**src/rtl/fetch_pkg.sv**
```systemverilog
// Shared types for the instruction fetch sequencer.
// Address/instruction widths match the 4096 x 19-bit instruction memory.
package fetch_pkg;
  localparam int ADDR_W  = 12;
  localparam int INSTR_W = 19;

  typedef logic [ADDR_W-1:0]  addr_t;
  typedef logic [INSTR_W-1:0] instr_t;

  typedef enum logic [1:0] {
    IDLE,
    RUN,
    HALT,
    FAULT
  } fetch_state_t;
endpackage

```
**src/rtl/fetch_if.sv**
```systemverilog
// Fetch <-> memory/decode bus: imem read port, IR handshake, redirects.
// master is the fetch side, slave is the memory/decode/control side.
interface fetch_if;
  import fetch_pkg::*;

  addr_t  imem_addr;
  instr_t imem_instr;
  logic   ir_valid;
  logic   ir_ready;
  instr_t ir_instr;
  addr_t  ir_pc;
  logic   jump_en;
  addr_t  jump_target;
  logic   call_en;
  logic   ret_en;

  modport master (
    output imem_addr, ir_valid, ir_instr, ir_pc,
    input  imem_instr, ir_ready,
    input  jump_en, jump_target, call_en, ret_en
  );

  modport slave (
    input  imem_addr, ir_valid, ir_instr, ir_pc,
    output imem_instr, ir_ready,
    output jump_en, jump_target, call_en, ret_en
  );
endinterface

```
**src/rtl/fetch_sequencer_return_stack.sv**
```systemverilog
// LIFO return-address stack: registered count, combinational top.
// Contents are not reset; only the occupancy is.
module return_stack #(
  parameter int DEPTH = 8,
  parameter int W     = 12,
  localparam int PW   = $clog2(DEPTH),
  localparam int CW   = PW + 1
) (
  input  logic         clk,
  input  logic         rst,
  input  logic         push,
  input  logic         pop,
  input  logic [W-1:0] din,
  output logic [W-1:0] top,
  output logic [CW-1:0] count,
  output logic         full,
  output logic         empty
);
  logic [W-1:0]  mem [DEPTH];
  logic [PW-1:0] wp;
  logic [PW-1:0] tp;

  assign wp    = count[PW-1:0];
  assign tp    = wp - PW'(1);
  assign top   = mem[tp];
  assign full  = (count == CW'(DEPTH));
  assign empty = (count == '0);

  always_ff @(posedge clk) begin
    if (push && !full) mem[wp] <= din;
  end

  always_ff @(posedge clk or negedge rst) begin
    if (!rst) begin
      count <= '0;
    end else if (push && !full) begin
      count <= count + CW'(1);
    end else if (pop && !empty) begin
      count <= count - CW'(1);
    end
  end
endmodule

```
**src/rtl/fetch_sequencer.sv**
```systemverilog
// PC/IR fetch sequencer with jump/call/return redirects.
// Redirects drop the IR and cost one bubble; stack misuse is terminal.
module fetch_sequencer import fetch_pkg::*; #(
  parameter int    RAS_DEPTH = 8,
  parameter addr_t RESET_PC  = '0
) (
  input  logic  clk,
  input  logic  rst,
  input  logic  start,
  input  logic  halt_req,
  fetch_if.master bus,
  output logic [$clog2(RAS_DEPTH):0] ras_count,
  output logic  fault,
  output logic  running
);
  fetch_state_t state, state_n;
  addr_t  pc, pc_n;
  logic   irv, irv_n;
  instr_t iri, iri_n;
  addr_t  irp, irp_n;
  logic   flt_n;
  logic   push, pop;
  addr_t  ras_top;
  logic   ras_full, ras_empty;

  return_stack #(
    .DEPTH(RAS_DEPTH),
    .W    (ADDR_W)
  ) u_ras (
    .clk  (clk),
    .rst  (rst),
    .push (push),
    .pop  (pop),
    .din  (irp + addr_t'(1)),
    .top  (ras_top),
    .count(ras_count),
    .full (ras_full),
    .empty(ras_empty)
  );

  assign bus.imem_addr = pc;
  assign bus.ir_valid  = irv;
  assign bus.ir_instr  = iri;
  assign bus.ir_pc     = irp;
  assign running       = (state == RUN);

  always_ff @(posedge clk or negedge rst) begin
    if (!rst) begin
      state <= IDLE;
      pc    <= RESET_PC;
      irv   <= 1'b0;
      iri   <= '0;
      irp   <= '0;
      fault <= 1'b0;
    end else begin
      state <= state_n;
      pc    <= pc_n;
      irv   <= irv_n;
      iri   <= iri_n;
      irp   <= irp_n;
      fault <= flt_n;
    end
  end

  always_comb begin
    state_n = state;
    pc_n    = pc;
    irv_n   = irv;
    iri_n   = iri;
    irp_n   = irp;
    flt_n   = fault;
    push    = 1'b0;
    pop     = 1'b0;
    unique case (state)
      IDLE: begin
        if (start) state_n = RUN;
      end
      RUN: begin
        if (bus.ret_en) begin
          irv_n = 1'b0;
          if (ras_empty) begin
            state_n = FAULT;
            flt_n   = 1'b1;
          end else begin
            pop  = 1'b1;
            pc_n = ras_top;
          end
        end else if (bus.call_en) begin
          irv_n = 1'b0;
          if (ras_full) begin
            state_n = FAULT;
            flt_n   = 1'b1;
          end else begin
            push = 1'b1;
            pc_n = bus.jump_target;
          end
        end else if (bus.jump_en) begin
          irv_n = 1'b0;
          pc_n  = bus.jump_target;
        end else if (halt_req) begin
          state_n = HALT;
        end else if (!irv || bus.ir_ready) begin
          irv_n = 1'b1;
          iri_n = bus.imem_instr;
          irp_n = pc;
          pc_n  = pc + addr_t'(1);
        end
      end
      HALT: begin
        // decode may still drain the held IR while halted
        if (bus.ir_ready) irv_n = 1'b0;
        if (start) state_n = RUN;
      end
      FAULT: begin
        irv_n = 1'b0;
      end
    endcase
  end
endmodule

```
**src/flat_wrapper.sv**
```systemverilog
// flat-port wrapper written by rule: the top's interface ports become plain ports
module fetch_sequencer_flat import fetch_pkg::*;
#(
  parameter int    RAS_DEPTH = 8,
  parameter addr_t RESET_PC  = '0
)
  (clk, rst, start, halt_req, ras_count, fault, running, bus_imem_addr, bus_ir_valid, bus_ir_instr, bus_ir_pc, bus_imem_instr, bus_ir_ready, bus_jump_en, bus_jump_target, bus_call_en, bus_ret_en);
  fetch_if bus_i ();
  input  logic clk;
  input  logic rst;
  input  logic start;
  input  logic halt_req;
  output logic [$clog2(RAS_DEPTH):0] ras_count;
  output logic fault;
  output logic running;
  output wire logic [$bits(bus_i.imem_addr)-1:0] bus_imem_addr;
  output wire logic [$bits(bus_i.ir_valid)-1:0] bus_ir_valid;
  output wire logic [$bits(bus_i.ir_instr)-1:0] bus_ir_instr;
  output wire logic [$bits(bus_i.ir_pc)-1:0] bus_ir_pc;
  input wire logic [$bits(bus_i.imem_instr)-1:0] bus_imem_instr;
  input wire logic [$bits(bus_i.ir_ready)-1:0] bus_ir_ready;
  input wire logic [$bits(bus_i.jump_en)-1:0] bus_jump_en;
  input wire logic [$bits(bus_i.jump_target)-1:0] bus_jump_target;
  input wire logic [$bits(bus_i.call_en)-1:0] bus_call_en;
  input wire logic [$bits(bus_i.ret_en)-1:0] bus_ret_en;
  assign bus_imem_addr = bus_i.imem_addr;
  assign bus_ir_valid = bus_i.ir_valid;
  assign bus_ir_instr = bus_i.ir_instr;
  assign bus_ir_pc = bus_i.ir_pc;
  assign bus_i.imem_instr = bus_imem_instr;
  assign bus_i.ir_ready = bus_ir_ready;
  assign bus_i.jump_en = bus_jump_en;
  assign bus_i.jump_target = bus_jump_target;
  assign bus_i.call_en = bus_call_en;
  assign bus_i.ret_en = bus_ret_en;
  fetch_sequencer #(.RAS_DEPTH(RAS_DEPTH), .RESET_PC(RESET_PC)) u_core (.clk(clk), .rst(rst), .start(start), .halt_req(halt_req), .bus(bus_i), .ras_count(ras_count), .fault(fault), .running(running));
endmodule
```
**config.mk**
```make
export PLATFORM = sky130hd
export DESIGN_NAME = fetch_sequencer_flat
export DESIGN_NICKNAME = d
export VERILOG_FILES = /design/src/rtl/fetch_pkg.sv /design/src/rtl/fetch_if.sv /design/src/rtl/fetch_sequencer_return_stack.sv /design/src/rtl/fetch_sequencer.sv /design/src/flat_wrapper.sv
export SDC_FILE = /design/constraint.sdc
export NUM_CORES = 1
export LEC_CHECK = 0
export BUFFER_PORTS_ARGS = -buffer_cell sky130_fd_sc_hd__buf_2
export CORE_ASPECT_RATIO = 1.2
export CORE_UTILIZATION = 60
export CTS_BUF_LIST = sky130_fd_sc_hd__clkbuf_8
export CTS_CLUSTER_DIAMETER = 120
export DETAILED_ROUTE_END_ITERATION = 6
export PLACE_DENSITY = 0.86
export SYNTH_ARGS = -nofsm -noshare
export SYNTH_HDL_FRONTEND = slang
export SYNTH_HIERARCHICAL = 1
export SYNTH_SLANG_ARGS = --single-unit
```
**constraint.sdc**
```tcl
create_clock -name clk -period 8.7 [get_ports clk]
set_input_delay 0.87 -clock clk [delete_from_list [all_inputs] [get_ports clk]]
set_output_delay 0.87 -clock clk [all_outputs]
set_load 0.05 [all_outputs]
```
# Yosys cells after proc, flatten, opt, wreduce, memory -nomap -nowiden

Memory sizes are Yosys's and may differ from the RTL's.
Index checks and enable logic that the tools add are counted.

Bits in registers: 51
Bits in latches: 0
RAM bits: 96
Memory bits (read-only): 0
Input port bits: 39
Output and inout bits: 50
Word-level logic and storage cells: 90
Memories: 1

Add/sub/neg operators: 5
Multipliers: 0
Divide/modulo/power cells: 0
$lt $le $gt $ge: 0
Equal/unequal tests: 16
Shifts and indexed selects: 0
Muxes and demuxes: 37
Bitwise operators: 4
Reduce and logical (&&, ||, !) cells: 20

Memory list:

| memory           | words | width | read ports | clocked after Yosys merged registers in | wr ports | line                               | RTL |
|---|---|---|---|---|---|---|---|
| u_core.u_ras.mem | 8     | 12    | 1          | 0                                       | 1        | fetch_sequencer_return_stack.sv:19 | `logic [W-1:0] mem [DEPTH];` |

Operators with widths:

| operator                                                            | number |
|---|---|
| 12-bit 2-to-1 mux                                                   | 7 |
| 12-bit by 1-bit adder with 12-bit output (second input constant)    | 2 |
| 1-bit 2-to-1 mux                                                    | 19 |
| 2-bit 2-to-1 mux                                                    | 7 |
| 4-bit by 2-bit != test with 1-bit output (second input constant)    | 3 |
| 6-bit AND reduction                                                 | 2 |
| 4-bit 2-to-1 mux                                                    | 2 |
| 4-bit AND reduction                                                 | 2 |
| 2-bit nonzero test                                                  | 4 |
| 5-bit by 1-bit != test with 1-bit output (second input constant)    | 1 |
| 5-bit by 2-bit != test with 1-bit output (second input constant)    | 1 |
| 5-bit AND reduction                                                 | 1 |
| 4-bit by 1-bit adder with 4-bit output (second input constant)      | 1 |
| 2-bit == test (second input constant)                               | 2 |
| 4-bit == test (second input constant)                               | 1 |
| 4-bit zero test                                                     | 1 |
| 2-bit by 1-bit != test with 1-bit output (second input constant)    | 2 |
| 2-bit != test (second input constant)                               | 2 |
| 4-bit by 1-bit != test with 1-bit output (second input constant)    | 1 |
| 1-bit inverter                                                      | 4 |
| 2-bit case mux with 2 select lines                                  | 1 |
| 4-bit nonzero test                                                  | 1 |
| 4-bit by 1-bit subtractor with 4-bit output (second input constant) | 1 |
| 1-bit zero test                                                     | 3 |
| 10 further kinds                                                    | 11 |

# Logic depth before layout (Yosys ltp)

Word-level depth: 8
Mapped depth: 11
Mapped depth without buffers: 10

# Hierarchy

Netlist, hierarchy kept.

By module, submodules not included:

| module          | instances | cells an instance | area an instance (um^2) | seq. area each (um^2) |
|---|---|---|---|---|
| return_stack    | 1         | 187               | 4017.6                  | 2982.9 |
| fetch_sequencer | 1         | 239               | 2441.1                  | 1176.1 |

# Worst setup path before layout

No wires, ideal clock.

Path kind: register -> register
Start: reg u_core.u_ras.count[0]
End: mem u_core.u_ras.mem[0][0] (enable)
Setup time: 396 ps
Arrival: 3762 ps
Required time: 8304 ps
Path slack: 4542 ps
Cell stages (with the launch flop): 10
Buffers on the path: 1
Period minus slack after synthesis: 4158 ps
Cell sequence: dfrtp_1 > buf_2 > inv_1 > ha_1 > nor2b_1 > and2_1 > nor4b_1 > inv_1 > a211o_1 > nor3_1

Cells in the longest elaborated chain, start to end: 8
Elaborated cells between the ends (all ways): 9
Classes of those cells: eq/ne (1); mux (6); reduce/logical (2)

RTL lines:

| item                                   | line                               | RTL |
|---|---|---|
| start, declared                        | fetch_sequencer_return_stack.sv:15 | `output logic [CW-1:0] count,` |
| start signal, assigned                 | fetch_sequencer_return_stack.sv:37 | `count <= count + CW'(1);` |
| start signal, assigned                 | fetch_sequencer_return_stack.sv:39 | `count <= count - CW'(1);` |
| 4-bit == test                          | fetch_sequencer_return_stack.sv:26 | `assign full = (count == CW'(DEPTH));` |
| via u_core.ras_full                    | fetch_sequencer.sv:24              | `logic ras_full, ras_empty;` |
| 1-bit 2-to-1 mux                       | fetch_sequencer.sv:90              | `if (ras_full) begin` |
| 1-bit 2-to-1 mux                       | fetch_sequencer.sv:88              | `end else if (bus.call_en) begin` |
| 1-bit 2-to-1 mux                       | fetch_sequencer.sv:79              | `if (bus.ret_en) begin` |
| 1-bit 2-to-1 mux                       | fetch_sequencer.sv:74              | `unique case (state)` |
| via u_core.push                        | fetch_sequencer.sv:22              | `logic push, pop;` |
| 1-bit logical AND                      | fetch_sequencer_return_stack.sv:30 | `if (push && !full) mem[wp] <= din;` |
| 1-bit 2-to-1 mux                       | fetch_sequencer_return_stack.sv:30 |  |
| 1-bit 2-to-1 mux (implied by the code) | fetch_sequencer_return_stack.sv:30 |  |
| end, declared                          | fetch_sequencer_return_stack.sv:19 |  |

The timed path passes the listed nets, and every way through them passes these cells.

# Worst setup path after layout

Start: reg u_core.u_ras.count[1]
End: mem u_core.u_ras.mem[1][0] (enable)

The elaborated chain is that of the path after synthesis.

==> results.ini <==
[status]
run_status=complete, no violations

[setup_path]
critPathSlowestCell=nor4b_1
rrSetupSlack_ps=4760
crit_fanout=12
reg2reg_from=u_core/u_ras/count[1]
critPathMaxStageDelay_ps=910
crit_buf_inv=2
required_ps=8750
cp_top_family=simple AND/OR/NAND/NOR gates
worstPathArrival_ps=3990
critPathKind=reg2reg
cp-start-kind=flop
end_kind=flop
cpMostUsedCell=inv_1
reg2reg_to=u_core/u_ras/mem[1][0]
reg2reg_depth=8
crit_path_cell_trace=inv_1 -> ha_1 -> nor2b_1 -> and2_1 -> nor4b_1 -> inv_1 -> a211o_1 -> nor2_1

[cells_and_area]
regArea_um2=4160
nFillCells=683
multi_input_area_um2=2150
num_antenna_cells=0
drive_above_1_share=0.299
final_nets=564
area_delta_synth_final_pct=13.7

[synth]
ys_async_sr_fraction=0.347
yosysWarnings=6
syn_inst=426
synth_fa_ha_area_frac=0.0128
muxShareOfSynthArea=0.166
synth_top_family_by_area=multiplexers
synthDistinctLibCells=47
yosys.area_share.simple=0.0750
synth_compound_area_frac=0.0566
synth_xor_area_frac=0.0231
ys_ff_latch=147
synth_common_cells=96 x edfxtp_1, 51 x dfrtp_1, 28 x mux2_1, 28 x nand2_1, 27 x nor2_1
syn_area_um2=6460
synth.area.top_cells=edfxtp_1 45%, dfrtp_1 20%, mux4_2 5.9%, mux2_1 4.9%, mux4_1 2.8%
syn-num-nets=471
ys.flop_type=edfxtp_1
synth_edf_count=96
yosysTopAreaCell=edfxtp_1
yosysTopAreaCellShare=0.446
synth.avg_cell_area_um2=15.2
seq_area_frac_synth=0.644
yosysMostFrequentCell=edfxtp_1

[die]
io-pin-count=89
dieArea_um2=11200
num_rows=41
start_util=0.614
die_w_um=96.7
die_h_um=116
coreArea_um2=10500

[sta]
hold_violations=0
slew_viol_final=0
setup_tns_ps=0
skew_ps=13.3
relSlewSlack=0.149
fmax_ghz=0.254
layout_setup_ws_ps=4760
period_minus_slack_ps=3940
fin_crit_sh=0.453
worst_slew_pin_slew_ps=1270
setup_viol=0
rsz0062_at_grt=no

[detailed_routing]
antenna_left=0
dr_total_vias=4039
dr.pass1.iters=6
routed_via_density=6.11
drc=0
routedWlPerCell_um=19.9
drtIter0Drc=372
wirelength_mm=13.2

[cts]
cts_buffer_depth=2
cts_resized=0
post_cts_buffers=0
cts_hold_buf=0
cts_htree_levels=4
root_buffer=clkbuf_8
cts_tree=built
cts-buffers-inserted=17
cts.clk_slew.worst_paths_ps=80
cts_num_sinks=147
clk_latency_ps=440

[grt]
antenna_found_initial=0
grt_use_total=0.244
grt_pass1_vias=3916
grt-ovfl-total=0
grt_pass1_wl_mm=20.2
grt_max_degree=52

[power]
p_leak_nw=3.01
power_density_nw_per_um2=315
vdd_ir_drop_max_mv=0.169
power_mw=2.32

[placed_design]
dp_worst_setup_slack_ps=4800
place_congestion=0.885
port_buffers=88
dp_hpwl_mm=9.29

[hold_path]
hold_start=u_core/fault
holdPathStages=1
min_path_type=reg2reg
hold_path_end=u_core/fault

[flow_run]
cap_violations=0

cells by family (layout without fill, tap and decap cells):
logic type,after synthesis,in the layout
buf+inv,26,132
fa+ha+maj,6,6
xor+xnor,17,17
mux,69,69
flops,147,147
simple gates,98,98
compound gates,63,63
cell usage in the layout (no fill, tap or decap), types with 16 or more instances in the layout:
master	synthesis	layout
o21ai_0	24	24
nand2_1	28	28
mux2_1	28	28
nor2_1	27	27
dfrtp_1	51	51
clkbuf_8	0	18
mux2_2	16	16
mux4_2	17	17
buf_2	9	88
edfxtp_1	96	96
sequential cells by signal, indices dropped and copies added (netlist names):
signal / flops
u_core/bus.ir_valid: 1
u_core/bus.ir_instr: 19
u_core/fault: 1
u_core/state: 2
u_core/u_ras/count: 4
u_core/u_ras/mem: 96
u_core/bus.imem_addr: 12
u_core/bus.ir_pc: 12
report_power, final:
group	internal [mW]	switching [mW]	total, mW
sequential	0.832	0.0862	0.918
clock	0.256	0.236	0.492
combinational	0.341	0.565	0.906
total	1.43	0.887	2.32
final cells by class:
cell class	count	area share
clock buffer	18	0.0337
clock inverter	14	0.0167
inverter	8	0.00409
multi-input combinational	253	0.293
sequential	147	0.566
tap	129	0.0220
timing repair buffer	92	0.0641
routing by layer:
metal / part of all wire / vias to the layer above / track usage / wire, µm
met2: 0.53 / 164 / 0.412 / 7050
met4: 0.036 / 0 / 0.135 / 472
met3: 0.055 / 38 / 0.0495 / 723
li1: - / 1812 / - / -
met1: 0.37 / 2025 / 0.299 / 4940
met5: 0 / - / 0 / 0
through the flow:
stage	cell area, µm²	util	instances	hold WS (ps)
after detailed placement	6970	0.663	629	439
after global routing	7340	0.698	661	495
after floorplan	6460	-	426	505
final	7340	0.698	661	462
after global placement	6970	0.663	629	435
after CTS	7340	0.698	661	466
how the worst max path moves through the flow:
stage | start | endpoint | slack (ps) | cells past startpoint
2_1_floorplan | u_core/u_ras/count[0] | u_core/u_ras/mem[0][0] | 4540 | 9
3_3_place_gp | bus_ret_en | u_core/u_ras/mem[3][1] | 4990 | 5
5_1_grt | u_core/u_ras/count[1] | u_core/u_ras/mem[1][11] | 4430 | 8
6_report | u_core/u_ras/count[1] | u_core/u_ras/mem[1][0] | 4760 | 8
4_1_cts | u_core/u_ras/count[1] | u_core/u_ras/mem[1][0] | 4780 | 8
3_5_place_dp | u_core/u_ras/count[1] | u_core/u_ras/mem[1][4] | 4800 | 8
Note: power is estimated with default switching activity, not from simulation.
